## src/rtl/tpu_pkg.sv

```systemverilog
// Shared encodings for the systolic array control blocks.
package tpu_pkg;

  typedef enum logic [2:0] {
    IDLE   = 3'd0,
    CLEAR  = 3'd1,
    STREAM = 3'd2,
    FLUSH  = 3'd3,
    DONE   = 3'd4
  } feeder_state_t;

  localparam logic SEL_A = 1'b0;
  localparam logic SEL_B = 1'b1;

endpackage

```

## src/rtl/systolic_feeder_if.sv

```systemverilog
// Operand-load, control and edge-stream signals between the feeder and its surroundings.
interface systolic_feeder_if #(
  parameter int WIDTH = 8,
  parameter int N     = 4
);
  localparam int IW = $clog2(N);

  logic                 wr_en;
  logic                 wr_sel;
  logic [IW-1:0]        wr_row;
  logic [IW-1:0]        wr_col;
  logic [WIDTH-1:0]     wr_data;
  logic                 start;
  logic                 busy;
  logic                 done;
  logic                 arr_clr;
  logic [N*WIDTH-1:0]   a_out;
  logic [N-1:0]         a_valid;
  logic [N*WIDTH-1:0]   b_out;
  logic [N-1:0]         b_valid;

  modport master (
    output wr_en, wr_sel, wr_row, wr_col, wr_data, start,
    input  busy, done, arr_clr, a_out, a_valid, b_out, b_valid
  );

  modport slave (
    input  wr_en, wr_sel, wr_row, wr_col, wr_data, start,
    output busy, done, arr_clr, a_out, a_valid, b_out, b_valid
  );

endinterface

```

## src/rtl/systolic_feeder_lane.sv

```systemverilog
// One skewed edge lane: picks operand k = s - idx while s lies inside the lane's N-cycle window.
module feeder_lane #(
  parameter  int WIDTH = 8,
  parameter  int N     = 4,
  localparam int IW    = $clog2(N),
  localparam int SW    = $clog2(2*N)
) (
  input  logic               clk,
  input  logic               rst_n,
  input  logic [IW-1:0]      idx,
  input  logic [SW-1:0]      s,
  input  logic               stream,
  input  logic [N*WIDTH-1:0] ops,
  output logic [WIDTH-1:0]   data,
  output logic               valid
);

  logic [SW-1:0]    k;
  logic             in_win;
  logic [WIDTH-1:0] sel;

  assign k      = s - SW'(idx);
  assign in_win = stream && (s >= SW'(idx)) && (k < SW'(N));

  always_comb begin
    sel = '0;
    for (int m = 0; m < N; m++) begin
      if (k == SW'(m)) sel = ops[m*WIDTH +: WIDTH];
    end
  end

  always_ff @(posedge clk or negedge rst_n) begin
    if (!rst_n) begin
      data  <= '0;
      valid <= 1'b0;
    end else begin
      valid <= in_win;
      data  <= in_win ? sel : '0;
    end
  end

endmodule

```

## src/rtl/systolic_feeder.sv

```systemverilog
// Holds the A/B operand buffers and sequences one skewed pass into the PE array edges.
//   state  | meaning
//   IDLE   | waiting for start, buffers writable
//   CLEAR  | one cycle of arr_clr
//   STREAM | 2N-1 cycles of skewed operands, s = 0 .. 2N-2
//   FLUSH  | N cycles letting the last products reach PE[N-1][N-1]
//   DONE   | one-cycle done pulse, buffers writable, start ignored
module systolic_feeder
  import tpu_pkg::*;
#(
  parameter int WIDTH = 8,
  parameter int N     = 4
) (
  input  logic           clk,
  input  logic           rst_n,
  systolic_feeder_if.slave bus
);

  localparam int IW = $clog2(N);
  localparam int SW = $clog2(2*N);
  localparam logic [SW-1:0] S_LAST     = SW'(2*N-2);
  localparam logic [SW-1:0] FLUSH_LAST = SW'(N-1);

  feeder_state_t      state_q, state_d;
  logic [SW-1:0]      tmr_q, tmr_d;
  logic [SW-1:0]      s_d;
  logic               stream_d;
  logic               wr_ok;
  logic [WIDTH-1:0]   a_buf [N][N];
  logic [WIDTH-1:0]   b_buf [N][N];
  logic [N*WIDTH-1:0] row_ops [N];
  logic [N*WIDTH-1:0] col_ops [N];
  logic [N*WIDTH-1:0] a_data, b_data;
  logic [N-1:0]       a_vld, b_vld;

  always_ff @(posedge clk or negedge rst_n) begin
    if (!rst_n) begin
      state_q <= IDLE;
      tmr_q   <= '0;
    end else begin
      state_q <= state_d;
      tmr_q   <= tmr_d;
    end
  end

  // Phase lengths come from a down-counter that reloads on entry and exits at zero.
  always_comb begin
    state_d = state_q;
    tmr_d   = tmr_q;
    case (state_q)
      IDLE: if (bus.start) begin
        state_d = CLEAR;
        tmr_d   = '0;
      end
      CLEAR: begin
        state_d = STREAM;
        tmr_d   = S_LAST;
      end
      STREAM: if (tmr_q == '0) begin
        state_d = FLUSH;
        tmr_d   = FLUSH_LAST;
      end else begin
        tmr_d = tmr_q - 1'b1;
      end
      FLUSH: if (tmr_q == '0) begin
        state_d = DONE;
      end else begin
        tmr_d = tmr_q - 1'b1;
      end
      DONE:    state_d = IDLE;
      default: state_d = IDLE;
    endcase
  end

  // Lanes register from next-state values so their outputs line up with the state they describe.
  assign stream_d = (state_d == STREAM);
  assign s_d      = S_LAST - tmr_d;
  assign wr_ok    = (state_q == IDLE) || (state_q == DONE);

  always_ff @(posedge clk or negedge rst_n) begin
    if (!rst_n) begin
      for (int r = 0; r < N; r++) begin
        for (int c = 0; c < N; c++) begin
          a_buf[r][c] <= '0;
          b_buf[r][c] <= '0;
        end
      end
    end else if (bus.wr_en && wr_ok) begin
      for (int r = 0; r < N; r++) begin
        for (int c = 0; c < N; c++) begin
          if (bus.wr_row == IW'(r) && bus.wr_col == IW'(c)) begin
            if (bus.wr_sel == SEL_A) a_buf[r][c] <= bus.wr_data;
            if (bus.wr_sel == SEL_B) b_buf[r][c] <= bus.wr_data;
          end
        end
      end
    end
  end

  always_ff @(posedge clk or negedge rst_n) begin
    if (!rst_n) begin
      bus.busy    <= 1'b0;
      bus.done    <= 1'b0;
      bus.arr_clr <= 1'b0;
    end else begin
      bus.busy    <= (state_d == CLEAR) || (state_d == STREAM) || (state_d == FLUSH);
      bus.done    <= (state_d == DONE);
      bus.arr_clr <= (state_d == CLEAR);
    end
  end

  for (genvar i = 0; i < N; i++) begin : g_lane
    for (genvar m = 0; m < N; m++) begin : g_op
      assign row_ops[i][m*WIDTH +: WIDTH] = a_buf[i][m];
      assign col_ops[i][m*WIDTH +: WIDTH] = b_buf[m][i];
    end

    feeder_lane #(.WIDTH(WIDTH), .N(N)) u_row (
      .clk    (clk),
      .rst_n  (rst_n),
      .idx    (IW'(i)),
      .s      (s_d),
      .stream (stream_d),
      .ops    (row_ops[i]),
      .data   (a_data[i*WIDTH +: WIDTH]),
      .valid  (a_vld[i])
    );

    feeder_lane #(.WIDTH(WIDTH), .N(N)) u_col (
      .clk    (clk),
      .rst_n  (rst_n),
      .idx    (IW'(i)),
      .s      (s_d),
      .stream (stream_d),
      .ops    (col_ops[i]),
      .data   (b_data[i*WIDTH +: WIDTH]),
      .valid  (b_vld[i])
    );
  end

  assign bus.a_out   = a_data;
  assign bus.a_valid = a_vld;
  assign bus.b_out   = b_data;
  assign bus.b_valid = b_vld;

endmodule
```

## src/flat_wrapper.sv

```systemverilog
// flat-port wrapper written by rule: the top's interface ports become plain ports
module systolic_feeder_flat import tpu_pkg::*;
#(
  parameter int WIDTH = 8,
  parameter int N     = 4
)
  (clk, rst_n, bus_wr_en, bus_wr_sel, bus_wr_row, bus_wr_col, bus_wr_data, bus_start, bus_busy, bus_done, bus_arr_clr, bus_a_out, bus_a_valid, bus_b_out, bus_b_valid);
  systolic_feeder_if #(.WIDTH(WIDTH), .N(N)) bus_i ();
  input  logic clk;
  input  logic rst_n;
  input wire logic [$bits(bus_i.wr_en)-1:0] bus_wr_en;
  input wire logic [$bits(bus_i.wr_sel)-1:0] bus_wr_sel;
  input wire logic [$bits(bus_i.wr_row)-1:0] bus_wr_row;
  input wire logic [$bits(bus_i.wr_col)-1:0] bus_wr_col;
  input wire logic [$bits(bus_i.wr_data)-1:0] bus_wr_data;
  input wire logic [$bits(bus_i.start)-1:0] bus_start;
  output wire logic [$bits(bus_i.busy)-1:0] bus_busy;
  output wire logic [$bits(bus_i.done)-1:0] bus_done;
  output wire logic [$bits(bus_i.arr_clr)-1:0] bus_arr_clr;
  output wire logic [$bits(bus_i.a_out)-1:0] bus_a_out;
  output wire logic [$bits(bus_i.a_valid)-1:0] bus_a_valid;
  output wire logic [$bits(bus_i.b_out)-1:0] bus_b_out;
  output wire logic [$bits(bus_i.b_valid)-1:0] bus_b_valid;
  assign bus_i.wr_en = bus_wr_en;
  assign bus_i.wr_sel = bus_wr_sel;
  assign bus_i.wr_row = bus_wr_row;
  assign bus_i.wr_col = bus_wr_col;
  assign bus_i.wr_data = bus_wr_data;
  assign bus_i.start = bus_start;
  assign bus_busy = bus_i.busy;
  assign bus_done = bus_i.done;
  assign bus_arr_clr = bus_i.arr_clr;
  assign bus_a_out = bus_i.a_out;
  assign bus_a_valid = bus_i.a_valid;
  assign bus_b_out = bus_i.b_out;
  assign bus_b_valid = bus_i.b_valid;
  systolic_feeder #(.WIDTH(WIDTH), .N(N)) u_core (.clk(clk), .rst_n(rst_n), .bus(bus_i));
endmodule
```

## config.mk

```make
export PLATFORM = sky130hd
export DESIGN_NAME = systolic_feeder_flat
export DESIGN_NICKNAME = d
export VERILOG_FILES = /design/src/rtl/tpu_pkg.sv /design/src/rtl/systolic_feeder_if.sv /design/src/rtl/systolic_feeder_lane.sv /design/src/rtl/systolic_feeder.sv /design/src/flat_wrapper.sv
export SDC_FILE = /design/constraint.sdc
export NUM_CORES = 1
export LEC_CHECK = 0
export ABC_AREA = 1
export BUFFER_PORTS_ARGS = -buffer_cell sky130_fd_sc_hd__buf_2
export CORE_MARGIN = 2
export CORE_UTILIZATION = 62
export DETAILED_ROUTE_END_ITERATION = 16
export PLACE_DENSITY = 0.88
export SETUP_SLACK_MARGIN = 0.1
export SKIP_LAST_GASP = 1
export SYNTH_ARGS = -nofsm -noshare
export SYNTH_HDL_FRONTEND = slang
export SYNTH_HIERARCHICAL = 1
export SYNTH_SLANG_ARGS = --single-unit
```

## constraint.sdc

```tcl
create_clock -name clk -period 4.8 [get_ports clk]
set_input_delay 0.48 -clock clk [delete_from_list [all_inputs] [get_ports clk]]
set_output_delay 0.48 -clock clk [all_outputs]
set_load 0.02 [all_outputs]
```

Word level (Yosys, flattened, before mapping)
Cells that the tools add are included.
Widths: inputs -> output; s select.
{"block": "word_totals", "register_bits": 333, "input_bits": 17, "latch_bits": 0, "out_inout_bits": 75, "wordCells": 205, "ramBits": 0, "rom_bits": 0, "n_memories": 0}
{"block": "op_classes", "addsub": 5, "n_mux": 48, "n_div": 0, "n_bitwise": 1, "shift": 0, "mul": 0, "order_cmp": 8, "eq_ne": 26, "n_reduce_logical": 68}
{"cell": "$mux 8", "n": 40}
{"cell": "$reduce_and 3->1", "n": 32}
{"cell": "$eq 3x2->1 const B", "n": 12}
{"cell": "$logic_and 1x1->1", "n": 25}
{"cell": "$pmux 3 s4", "n": 2}
{"cell": "$eq 3x1->1 const B", "n": 6}
{"cell": "$logic_not 3->1", "n": 6}
{"cell": "$mux 3", "n": 6}
{"cell": "$lt 3x3->1 const B", "n": 4}
{"cell": "$eq 2x2->1 const B", "n": 4}
{"cell": "$eq 3x3->1 const B", "n": 2}
{"cell": "$ge 3x1->1 const B", "n": 2}
{"cell": "$ge 3x2->1 const B", "n": 2}
{"cell": "$sub 3x1->3 const B", "n": 2}
{"cell": "$sub 3x2->3 const B", "n": 2}
{"cell": "$eq 2x1->1 const B", "n": 2}
{"cell": "$logic_not 2->1", "n": 2}
{"cell": "$logic_or 1x1->1", "n": 3}
{"cell": "$sub 3x3->3 const A", "n": 1}
{"cell": "$not 1->1", "n": 1}

Longest topological paths before layout
Gate-level depths: netlist of the first run.
{"block": "logic_depth", "ltp_word": 11, "depth_mapped": 20}

Cells and area by module
Netlist of the first run, hierarchy kept.
{"module": "systolic_feeder", "area_each_um2": 10781.6, "cells_per_inst": 1224, "n_inst": 1}
{"module": "feeder_lane at u_core.g_lane[0].u_col ...", "area_each_um2": 794.5, "cells_per_inst": 119, "n_inst": 6}
{"module": "feeder_lane at u_core.g_lane[3].u_col ...", "area_each_um2": 854.6, "cells_per_inst": 143, "n_inst": 2}

Worst setup path after synthesis of the first run
OpenSTA, ideal clock, no wires.
{"block": "synth_timing", "kind": "register -> register", "from": "register u_core.tmr_q[0]", "to": "register u_core.g_lane[3].u_col.data[0]", "t_arrival_ns": 3.568, "n_path_buf": 0, "period_less_slack_ns": 3.639, "required_time_ns": 4.729, "setup_slack_ns": 1.161, "path_stages_with_launch": 13, "setup_time_ns": 0.071, "cell_sequence": "dfrtp_1 inv_1 ha_1 nand2_1 nand2_1 nor2_1 nor2_1 nand2_1 nor3_1 inv_1 nor2_4 nand3_1 nor2_1"}
{"block": "synth_between", "word_cells_on_any_way": 25, "cone_classes": "add/sub: 3; order compare: 2; eq/ne: 4; mux: 12; reduce/logical: 4"}
{"element": "from (decl)", "line_no": "systolic_feeder.sv:25", "source": "logic [SW-1:0] tmr_q, tmr_d;"}
{"element": "from (signal assigned)", "line_no": "systolic_feeder.sv:42", "source": "tmr_q <= tmr_d;"}
{"element": "$logic_not 3->1 (*)", "line_no": "systolic_feeder.sv:59, systolic_feeder.sv:65"}
{"element": "$mux 3, on equally long branches", "line_no": "systolic_feeder.sv:65, systolic_feeder.sv:59"}
{"element": "$pmux 3 s4 (*)", "line_no": "systolic_feeder.sv:50", "source": "case (state_q)"}
{"element": "named net u_core.state_d[0]", "line_no": "systolic_feeder.sv:24", "source": "feeder_state_t state_q, state_d;"}
{"element": "$eq 3x2->1 (*)", "line_no": "systolic_feeder.sv:76", "source": "assign stream_d = (state_d == STREAM);"}
{"element": "named net u_core.stream_d", "line_no": "systolic_feeder.sv:27", "source": "logic stream_d;"}
{"element": "$logic_and 1x1->1 (*) (2 in series)", "line_no": "systolic_feeder_lane.sv:23", "source": "assign in_win = stream && (s >= SW'(idx)) && (k < SW'(N));"}
{"element": "$mux 8 (*)", "line_no": "systolic_feeder_lane.sv:38", "source": "data <= in_win ? sel : '0;"}
{"element": "to (signal assigned)", "line_no": "systolic_feeder_lane.sv:38"}
{"element": "to (decl)", "line_no": "systolic_feeder_lane.sv:14", "source": "output logic [WIDTH-1:0] data,"}
Mark *: on every way through the listed nets, which the timed path passes. The rest lies on a longest branch.
A chain may end at the register's enable or synchronous reset.

Final worst setup path of the first run
{"block": "layout_timing", "from": "register u_core.tmr_q[0]", "to": "register u_core.g_lane[1].u_col.data[4]"}
{"block": "layout_between", "elab_chain_len": 11, "word_cells_on_any_way": 25, "cone_classes": "add/sub: 3; order compare: 2; eq/ne: 4; mux: 12; reduce/logical: 4"}
{"element": "$sub 3x1->3 / $logic_not 3->1 (equally long branches)"}
{"element": "$mux 3, on equally long branches", "line_no": "systolic_feeder.sv:65, systolic_feeder.sv:59"}
{"element": "$pmux 3 s4 (*)", "line_no": "systolic_feeder.sv:50"}
{"element": "$sub 3x3->3 (*)", "line_no": "systolic_feeder.sv:77", "source": "assign s_d = S_LAST - tmr_d;"}
{"element": "named net u_core.s_d[0]", "line_no": "systolic_feeder.sv:26", "source": "logic [SW-1:0] s_d;"}
{"element": "$sub 3x1->3", "line_no": "systolic_feeder_lane.sv:22", "source": "assign k = s - SW'(idx);"}
{"element": "$logic_not 3->1", "line_no": "systolic_feeder_lane.sv:28", "source": "if (k == SW'(m)) sel = ops[m*WIDTH +: WIDTH];"}
{"element": "$mux 8 (4 in series)", "line_no": "systolic_feeder_lane.sv:28"}
{"element": "$mux 8 (*)", "line_no": "systolic_feeder_lane.sv:38"}
{"element": "to (signal assigned)", "line_no": "systolic_feeder_lane.sv:38"}
{"element": "to (decl)", "line_no": "systolic_feeder_lane.sv:14"}
Marked as above.

==> reports/metrics.yaml, run 1 <==
status: "finished, final reports clean"
ys_seq_elements: 337
synth-seq-area-share_pct: 48.9
grt_antenna_before_repair: 1
path_delay_family: "adder cells"
diodes: 0
setup_viol: 0
slowest_stage: "o221ai_1"
wl_per_cell_um: 16.7
root_buffer: "clkbuf_16"
async_flop_share_pct: 100
rr_worst_depth: 18
crit_chain: "inv_1, ha_1, nand2_1, ha_1, o221ai_1, ha_1, inv_1, buf_4, inv_1, fa_1, inv_1, nand2_1, nand2_2, nand2_1, nor2_1, nor2_1, nand2_1, inv_1"
final_hold_viol_count: 0
clockBufferDepth: 3
grtUsageTotal_pct: 31.2
crit_fanout: 21
dp_hpwl_mm: 27.9
arrival_ns: 4.71
core_area_um2: 27600
synthFlopType: "dfrtp_1"
cts_resized: 0
yosysMostFrequentCell: "nand2_1"
fin_crit_sh_pct: 89.5
ant_nets: 0
die_w_um: 171
cts.sinks: 337
grt_max_degree: 134
io_pins: 92
synth_edf_count: 0
cp.required_ns: 5.22
finalClockSkew_ns: 0.0183
maxCapViolCount: 0
nFillCells: 2125
syn_avg_cell_area_um2: 7.76
fin_tns_setup_ns: 0
vias: 15200
clk_pin_slew_ns: 0.06
synthTopCellsByArea: "dfrtp_1 49%, nand2_1 19%, o21ai_0 6.5%"
drt-pass1-iter-count: 6
reg2reg_to: "u_core/g_lane[1].u_col/data[4]$_DFF_PN0_"
die_h_um: 171
cts_hold_buf: 0
grt_overflow: 0
ctsHtreeMaxLevel: 2
drive_gt1_share_pct: 12.0
drt-total-wl_mm: 44.7
holdCritPathClass: "in -> async"
syn-cell-area_um2: 17300
max_freq_mhz: 233
critical_path_class: "reg -> reg"
drt_iter0_drc: 1814
grt_pass1_wl_mm: 72.6
netlist_instances: 2224
synth_commonest_cells: "881 x nand2_1, 337 x dfrtp_1, 223 x o21ai_0"
yosys_warnings: 6
ys_types: 32
area_growth_pct: 9.88
yosys.area.top_type_share_pct: 48.9
cts_tree: "yes"
startpoint_type: "register"
rsz0062_at_grt: "no"
synth_top_area_cell: "dfrtp_1"
slew_violations: 0
nets: 2318
cts_made_buffers: 35
timing.reg2reg.setup_slack_ns: 0.50
relSlewSlack_pct: 22.8
drc_errors: 0
worstMarginPinSlew_ns: 1.16
clock_latency_ns: 0.53
place.gp.congestion: 0.946
initial_core_util_pct: 62.5
grt_pass1_vias: 14700
crit_top_cell: "inv_1"
cp.buffers_inverters: 6
port_buffers: 91
die-area_um2: 29200
core.rowCount: 61
rr_startpoint: "u_core/tmr_q[0]$_DFF_PN0_"
slowest_delay_ns: 0.66
viasPerCell: 5.69
postCtsSetupRepairBufs: 0
fin_crit_ns: 4.30
critPathCaptureType: "register"
[metrics by stage]
stage,util (%),area (um2),worst slack [ns],cells,hold WS (ns)
CTS,68.6,19000,0.577,2678,0.130
finish,68.6,19000,0.502,2678,0.0892
global placement,64.1,17700,0.984,2614,0.454
detailed placement,64.1,17700,0.593,2614,0.463
global route,68.6,19000,0.209,2678,0.177
floorplan,-,17300,1.16,2246,0.184
[final cells by class]
type | count | area, um2 | share of cell area, %
clock buffers | 47 | 1020 | 5.39
clock inverters | 17 | 233 | 1.23
inverters | 173 | 684 | 3.61
multi-input cells | 1625 | 7550 | 39.8
flip-flops and latches | 337 | 8430 | 44.5
well taps | 378 | 473 | 2.49
repair buffers | 101 | 566 | 2.98
[routing by layer]
layer  share of wire (%)  global-route usage [%]  wire [um]  up-vias
li1                    -                       -          -     7052
met1                  40                    41.0      17700     7257
met2                  48                    51.7      21500      772
met3                 8.4                    4.97       3750      144
met4                 4.0                    13.6       1800        0
met5                   0                       0          0        -
[sequential cells by signal, indices dropped and copies added, names as in the netlist]
signal	flops
u_core/a_buf	128
u_core/g_lane.u_row/data	32
u_core/tmr_q	3
u_core/bus.busy	1
u_core/g_lane.u_row/valid	4
u_core/state_q	3
u_core/g_lane.u_col/valid	4
u_core/g_lane.u_col/data	32
u_core/bus.arr_clr	1
u_core/bus.done	1
u_core/b_buf	128
[worst max path at each step]
stage	from	to	cells after the start
after floorplan	u_core/tmr_q[0]$_DFF_PN0_	u_core/g_lane[3].u_col/data[0]$_DFF_PN0_	12
after detailed placement	u_core/tmr_q[0]$_DFF_PN0_	u_core/g_lane[1].u_row/data[1]$_DFF_PN0_	18
after global placement	u_core/tmr_q[0]$_DFF_PN0_	u_core/g_lane[1].u_row/data[2]$_DFF_PN0_	18
after global routing	u_core/tmr_q[0]$_DFF_PN0_	u_core/g_lane[1].u_row/data[5]$_DFF_PN0_	18
final	u_core/tmr_q[0]$_DFF_PN0_	u_core/g_lane[1].u_col/data[4]$_DFF_PN0_	18
after CTS	u_core/tmr_q[0]$_DFF_PN0_	u_core/g_lane[1].u_row/data[1]$_DFF_PN0_	18
[cells in the final DEF (no fill, tap or decap), types with 2 or more instances in the layout]
| master | netlist | final |
|---|---|---|
| buf_2 | 12 | 90 |
| nand4_1 | 2 | 2 |
| nor2_4 | 25 | 25 |
| clkbuf_1 | 64 | 3 |
| inv_6 | 6 | 7 |
| nor2_1 | 133 | 133 |
| buf_4 | 5 | 8 |
| nand2_1 | 881 | 881 |
| a21oi_2 | 6 | 6 |
| fa_1 | 8 | 8 |
| nand2_4 | 14 | 14 |
| nand2_2 | 10 | 10 |
| nand3_2 | 6 | 6 |
| clkinvlp_4 | 0 | 3 |
| o21ai_1 | 34 | 34 |
| nand3_1 | 182 | 182 |
| inv_2 | 11 | 11 |
| ha_1 | 20 | 20 |
| clkinv_2 | 0 | 7 |
| conb_1 | 2 | 24 |
| inv_1 | 154 | 154 |
| buf_12 | 0 | 2 |
| a21oi_1 | 2 | 2 |
| bufinv_16 | 0 | 5 |
| nor2_2 | 30 | 30 |
| clkbuf_8 | 0 | 8 |
| inv_4 | 2 | 2 |
| clkbuf_16 | 0 | 36 |
| nand3b_1 | 18 | 18 |
| dfrtp_1 | 337 | 337 |
| o21ai_0 | 223 | 223 |
[kinds of logic (layout without fill, tap and decap cells)]
| logic type | count (synthesis) | count (layout) | synth area share (%) |
|---|---|---|---|
| other | 2 | 24 | 0.0435 |
| buffers and inverters | 284 | 338 | 7.88 |
| adders and majority gates | 28 | 28 | 2.38 |
| and+or+nand+nor | 1306 | 1306 | 32.9 |
| AOI/OAI and AO/OA | 267 | 267 | 7.91 |
| DFF | 337 | 337 | 48.9 |
Power of run 1 is not shown: default switching activity piles up to over one toggle a cycle in this logic, so the estimate is an artifact.
==> inputs of run 2 (changes only) <==
--- a/config.mk
+++ b/config.mk
@@ -8,9 +8,9 @@
 export ABC_AREA = 1
 export BUFFER_PORTS_ARGS = -buffer_cell sky130_fd_sc_hd__buf_2
 export CORE_MARGIN = 2
-export CORE_UTILIZATION = 62
+export CORE_UTILIZATION = 45
 export DETAILED_ROUTE_END_ITERATION = 16
-export PLACE_DENSITY = 0.88
+export PLACE_DENSITY = 0.69
 export SETUP_SLACK_MARGIN = 0.1
 export SKIP_LAST_GASP = 1
 export SYNTH_ARGS = -nofsm -noshare
==> run 2 against run 1 <==
  * Design area is 0.88% higher
  * Sequential share of layout area shrank 0.39 points
  * Worst hold slack got worse by 0.085 ns
  * Largest cell class unchanged
  * Maximum frequency grew 2.7%
  * Via count is 4.4% lower
  * First-iteration DRC count fell by 36%
  * Global-route usage down 7.8 points
  * Critical path type unchanged
  * Critical endpoint is now u_core/g_lane[2].u_col/data[4]$_DFF_PN0_
==> reports/metrics.yaml, run 2 (synthesis gave the netlist of run 1 again) <==
root_buffer: "clkbuf_16"  # unchanged
slowest_stage: "o221ai_2"  # was o221ai_1
diodes: 0  # unchanged
initial_core_util_pct: 45.7  # was 62.5%
max_freq_mhz: 239  # was 233 MHz
grt_pass1_wl_mm: 74.2  # was 72.6 mm
drc_errors: 0  # unchanged
setup_viol: 0  # unchanged
drive_gt1_share_pct: 11.9  # was 12.0%
die_h_um: 200  # was 171 um
grtUsageTotal_pct: 23.5  # was 31.2%
drt-total-wl_mm: 45.5  # was 44.7 mm
worstMarginPinSlew_ns: 1.12  # was 1.16 ns
timing.reg2reg.setup_slack_ns: 0.61  # was 0.50 ns
wl_per_cell_um: 16.2  # was 16.7 um
top_regs: "u_core/a_buf x128, u_core/b_buf x128"  # unchanged
cts_hold_buf: 0  # unchanged
slowest_delay_ns: 0.45  # was 0.66 ns
fin_tns_setup_ns: 0  # unchanged
startpoint_type: "register"  # unchanged
cp.required_ns: 5.22  # about the same
arrival_ns: 4.60  # was 4.71 ns
rr_startpoint: "u_core/tmr_q[0]$_DFF_PN0_"  # unchanged
grt_pass1_vias: 14000  # was 14700
cts.sinks: 337  # unchanged
status: "finished, final reports clean"  # unchanged
ant_nets: 0  # unchanged
area_growth_pct: 10.9  # was 9.88%
clockBufferDepth: 3  # unchanged
io_pins: 92  # unchanged
fin_crit_sh_pct: 87.2  # was 89.5%
core.rowCount: 71  # was 61
drt-pass1-iter-count: 6  # unchanged
crit_chain: "inv_1, ha_1, nand2_1, ha_1, o221ai_2, ha_1, inv_1, buf_4, inv_1, fa_1, inv_1, nand2_1, nand2_2, nand2_1, nor2_1, nor2_1, nand2_1, inv_1"  # was inv_1, ha_1, nand2_1, ha_1, o221ai_1, ha_1, inv_1, buf_4, inv_1, fa_1, inv_1, nand2_1, nand2_2, nand2_1, nor2_1, nor2_1, nand2_1, inv_1
critical_path_class: "reg -> reg"  # unchanged
dp_hpwl_mm: 28.5  # was 27.9 mm
crit_start: "u_core/tmr_q[0]$_DFF_PN0_"  # unchanged
path_delay_family: "adder cells"  # unchanged
crit_fanout: 21  # unchanged
layout_common_cells: "881 x nand2_1, 337 x dfrtp_1, 223 x o21ai_0"  # unchanged
place.gp.congestion: 0.855  # was 0.946
port_buffers: 91  # unchanged
ctsHtreeMaxLevel: 2  # unchanged
holdCritPathClass: "in -> async"  # unchanged
fin_util_pct: 50.7  # was 68.6%
reg2reg_to: "u_core/g_lane[2].u_col/data[4]$_DFF_PN0_"  # was u_core/g_lane[1].u_col/data[4]$_DFF_PN0_
cts_resized: 0  # unchanged
final_hold_viol_count: 0  # unchanged
rsz0062_at_grt: "no"  # unchanged
slew_violations: 0  # unchanged
vias: 14600  # was 15200
grt_antenna_before_repair: 0  # was 1
cp.buffers_inverters: 6  # unchanged
layout_commonest_cell: "nand2_1"  # unchanged
clk_pin_slew_ns: 0.06  # about the same
clock_latency_ns: 0.53  # about the same
cts_made_buffers: 38  # was 35
cts_tree: "yes"  # unchanged
die-area_um2: 39900  # was 29200 um2
rr_worst_depth: 18  # unchanged
postCtsSetupRepairBufs: 0  # unchanged
maxCapViolCount: 0  # unchanged
die_w_um: 200  # was 171 um
crit_top_cell: "inv_1"  # unchanged
finalClockSkew_ns: 0.0147  # was 0.0183 ns
core_area_um2: 37800  # was 27600 um2
relSlewSlack_pct: 25.4  # was 22.8%
fin_crit_ns: 4.19  # was 4.30 ns
grt_max_degree: 127  # was 134
nets: 2320  # was 2318
drt_iter0_drc: 1154  # was 1814
viasPerCell: 5.18  # was 5.69
grt_overflow: 0  # unchanged
critPathCaptureType: "register"  # unchanged
==> run 2: worst max-delay path by stage <==
stage                                          endpoint  slack [ns]  cells past startpoint
2_1_floorplan  u_core/g_lane[3].u_col/data[0]$_DFF_PN0_        1.16                     12
3_3_place_gp   u_core/g_lane[2].u_col/data[1]$_DFF_PN0_        0.79                     18
3_5_place_dp   u_core/g_lane[2].u_col/data[4]$_DFF_PN0_        0.51                     18
4_1_cts        u_core/g_lane[2].u_col/data[4]$_DFF_PN0_        0.46                     18
5_1_grt        u_core/g_lane[2].u_col/data[2]$_DFF_PN0_        0.25                     18
6_report       u_core/g_lane[2].u_col/data[4]$_DFF_PN0_        0.61                     18
==> run 2: cell type report <==
type	instances	area (um2)
Fill cell	3660	18600
Sequential cell	337	8430
Multi-Input combinational cell	1625	7560
Clock buffer	55	1150
Inverter	173	684
Tap cell	511	639
Timing Repair Buffer	100	558
Clock inverter	11	109
==> run 2: per-stage QoR <==
stage | hold WS [ns] | setup WS (ns) | instances | area [um2]
2_1_floorplan | 0.184 | 1.16 | 2246 | 17300
3_3_place_gp | 0.464 | 0.790 | 2746 | 17900
3_5_place_dp | 0.464 | 0.511 | 2746 | 17900
4_1_cts | 0.124 | 0.463 | 2812 | 19100
5_1_grt | 0.141 | 0.253 | 2812 | 19100
6_report | 0.00374 | 0.613 | 2812 | 19100
==> run 2: metal layers <==
metal  GRT usage, %  wire (um)
met1           32.1      20000
met2           38.4      21300
met3           3.46       2770
met4           7.90       1330
met5              0          0
Power of run 2 is left out for the same reason.
==> inputs of run 3 (changes only) <==
--- a/config.mk
+++ b/config.mk
@@ -9,6 +9,7 @@
 export BUFFER_PORTS_ARGS = -buffer_cell sky130_fd_sc_hd__buf_2
 export CORE_MARGIN = 2
 export CORE_UTILIZATION = 45
+export CTS_BUF_LIST = sky130_fd_sc_hd__clkbuf_4 sky130_fd_sc_hd__clkbuf_8 sky130_fd_sc_hd__clkbuf_16
 export DETAILED_ROUTE_END_ITERATION = 16
 export PLACE_DENSITY = 0.69
 export SETUP_SLACK_MARGIN = 0.1
==> run 3 against run 2 <==
  * The flow now finishes with violations (negative hold slack)
  * Maximum frequency grew 0.33%
  * Clock-buffer cell count is the same
  * Non-clock buffer count is the same
  * Final cell count is the same
  * Register-to-register slack is essentially flat
  * Worst setup slack gained 0.014 ns
  * Via count shrank 0.43%
  * Sequential share of layout area shrank 0.061 points
  * Die area is the same
  * Utilization grew 0.070 points
  * First-iteration DRC count shrank 2.3%
==> reports/metrics.yaml, run 3 (synthesis gave the netlist of run 1 again) <==
status: "finished, violations left"  # was finished, final reports clean
violations: "negative hold slack"
final_hold_viol_count: 4  # was 0
slowest_stage: "o221ai_2"  # unchanged
grt_overflow: 0  # unchanged
area_growth_pct: 11.0  # was 10.9%
drt_iter0_drc: 1128  # was 1154
crit_top_cell: "inv_1"  # unchanged
layout_common_cells: "881 x nand2_1, 337 x dfrtp_1, 223 x o21ai_0"  # unchanged
startpoint_type: "register"  # unchanged
setup_viol: 0  # unchanged
drive_gt1_share_pct: 12.2  # was 11.9%
vias: 14500  # was 14600
clockBufferDepth: 3  # unchanged
holdCritPathClass: "in -> async"  # unchanged
grt_pass1_vias: 14000  # about the same
crit_fanout: 21  # unchanged
die_h_um: 200  # unchanged
critical_path_class: "reg -> reg"  # unchanged
grtUsageTotal_pct: 23.5  # about the same
drt-pass1-iter-count: 5  # was 6
slew_violations: 0  # unchanged
ctsHtreeMaxLevel: 2  # unchanged
max_freq_mhz: 240  # was 239 MHz
clock_latency_ns: 0.53  # about the same
timing.reg2reg.setup_slack_ns: 0.63  # was 0.61 ns
fin_crit_ns: 4.17  # was 4.19 ns
grt_max_degree: 127  # unchanged
maxCapViolCount: 0  # unchanged
dp_hpwl_mm: 28.5  # unchanged
cts.sinks: 337  # unchanged
cp.required_ns: 5.22  # about the same
arrival_ns: 4.59  # was 4.60 ns
io_pins: 92  # unchanged
initial_core_util_pct: 45.7  # unchanged
critPathCaptureType: "register"  # unchanged
nets: 2320  # unchanged
worstMarginPinSlew_ns: 1.12  # about the same
rr_worst_depth: 18  # unchanged
die_w_um: 200  # unchanged
die-area_um2: 39900  # unchanged
nFillCells: 3657  # was 3660
multi_input_area_um2: 7560  # unchanged
clk_pin_slew_ns: 0.06  # about the same
grt_pass1_wl_mm: 74.3  # was 74.2 mm
grt_antenna_before_repair: 0  # unchanged
wl_per_cell_um: 16.2  # about the same
diodes: 0  # unchanged
rr_startpoint: "u_core/tmr_q[0]$_DFF_PN0_"  # unchanged
finalClockSkew_ns: 0.0149  # was 0.0147 ns
top_regs: "u_core/a_buf x128, u_core/b_buf x128"  # unchanged
crit_start: "u_core/tmr_q[0]$_DFF_PN0_"  # unchanged
layout_commonest_cell: "nand2_1"  # unchanged
core_area_um2: 37800  # unchanged
holdWs_ns: -0.0114  # was 0.00374 ns
fin_crit_sh_pct: 86.9  # was 87.2%
viasPerCell: 5.16  # was 5.18
cts_tree: "yes"  # unchanged
core.rowCount: 71  # unchanged
design_area_um2: 19200  # was 19100 um2
root_buffer: "clkbuf_16"  # unchanged
place.gp.congestion: 0.855  # unchanged
fin_tns_setup_ns: 0  # unchanged
relSlewSlack_pct: 25.3  # was 25.4%
reg2reg_to: "u_core/g_lane[2].u_col/data[4]$_DFF_PN0_"  # unchanged
rsz0062_at_grt: "no"  # unchanged
seq_area_um2: 8430  # unchanged
port_buffers: 91  # unchanged
slowest_delay_ns: 0.45  # about the same
postPlaceCellArea_um2: 17900  # unchanged
drt-total-wl_mm: 45.6  # was 45.5 mm
drc_errors: 0  # unchanged
cts_made_buffers: 38  # unchanged
crit_chain: "inv_1, ha_1, nand2_1, ha_1, o221ai_2, ha_1, inv_1, buf_4, inv_1, fa_1, inv_1, nand2_1, nand2_2, nand2_1, nor2_1, nor2_1, nand2_1, inv_1"  # unchanged
ant_nets: 0  # unchanged
-- run 3: cell types whose count changed in the layout (fill, tap and decap cells not counted) --
cell / delta
clkbuf_4: +7
clkbuf_1: -7
-- run 3: what timing repair did --
| action | in CTS | in global routing |
|---|---|---|
| resized for setup | 0 | 1 |
| endpoints found under the setup margin | 0 | 5 |
| hold buffers | 0 | 0 |
| setup buffers | 0 | 0 |
-- run 3: per-stage QoR --
stage                     instances  setup WS (ns)  util, %
after global routing           2812          0.253     50.7
after CTS                      2812          0.463     50.7
after floorplan                2246           1.16        -
after global placement         2746          0.790     47.3
final                          2812          0.627     50.7
after detailed placement       2746          0.511     47.3
-- run 3: worst max path at each step --
stage	endpoint	slack (ns)	depth (start not counted)
floorplan	u_core/g_lane[3].u_col/data[0]$_DFF_PN0_	1.16	12
global placement	u_core/g_lane[2].u_col/data[1]$_DFF_PN0_	0.79	18
detailed placement	u_core/g_lane[2].u_col/data[4]$_DFF_PN0_	0.51	18
CTS	u_core/g_lane[2].u_col/data[4]$_DFF_PN0_	0.46	18
global route	u_core/g_lane[2].u_col/data[2]$_DFF_PN0_	0.25	18
finish	u_core/g_lane[2].u_col/data[4]$_DFF_PN0_	0.63	18
-- run 3: critical path, delay by kind of cell (launching register included) --
family | cells | cell delay (ns)
adder cells (fa/ha/maj) | 4 | 1.18
AO/OA/AOI/OAI | 1 | 0.45
AND/OR/NAND/NOR | 7 | 1.09
buffers and inverters | 6 | 0.98
flip-flops | 1 | 0.38
-- run 3: final cells by class --
type / count / area share, %
inverter: 173 / 3.57
sequential: 337 / 44.0
clock buffer: 55 / 6.13
multi-input combinational: 1625 / 39.5
tap: 511 / 3.34
timing repair buffer: 100 / 2.91
clock inverter: 11 / 0.568
-- run 3: metal layers --
metal,vias to the layer above,global-route usage [%],wire length (um)
li1,7051,-,-
met3,78,3.44,2830
met1,6906,32.1,20100
met2,462,38.5,21300
met5,-,0,0
met4,0,7.79,1320
Power of run 3 is left out for the same reason.
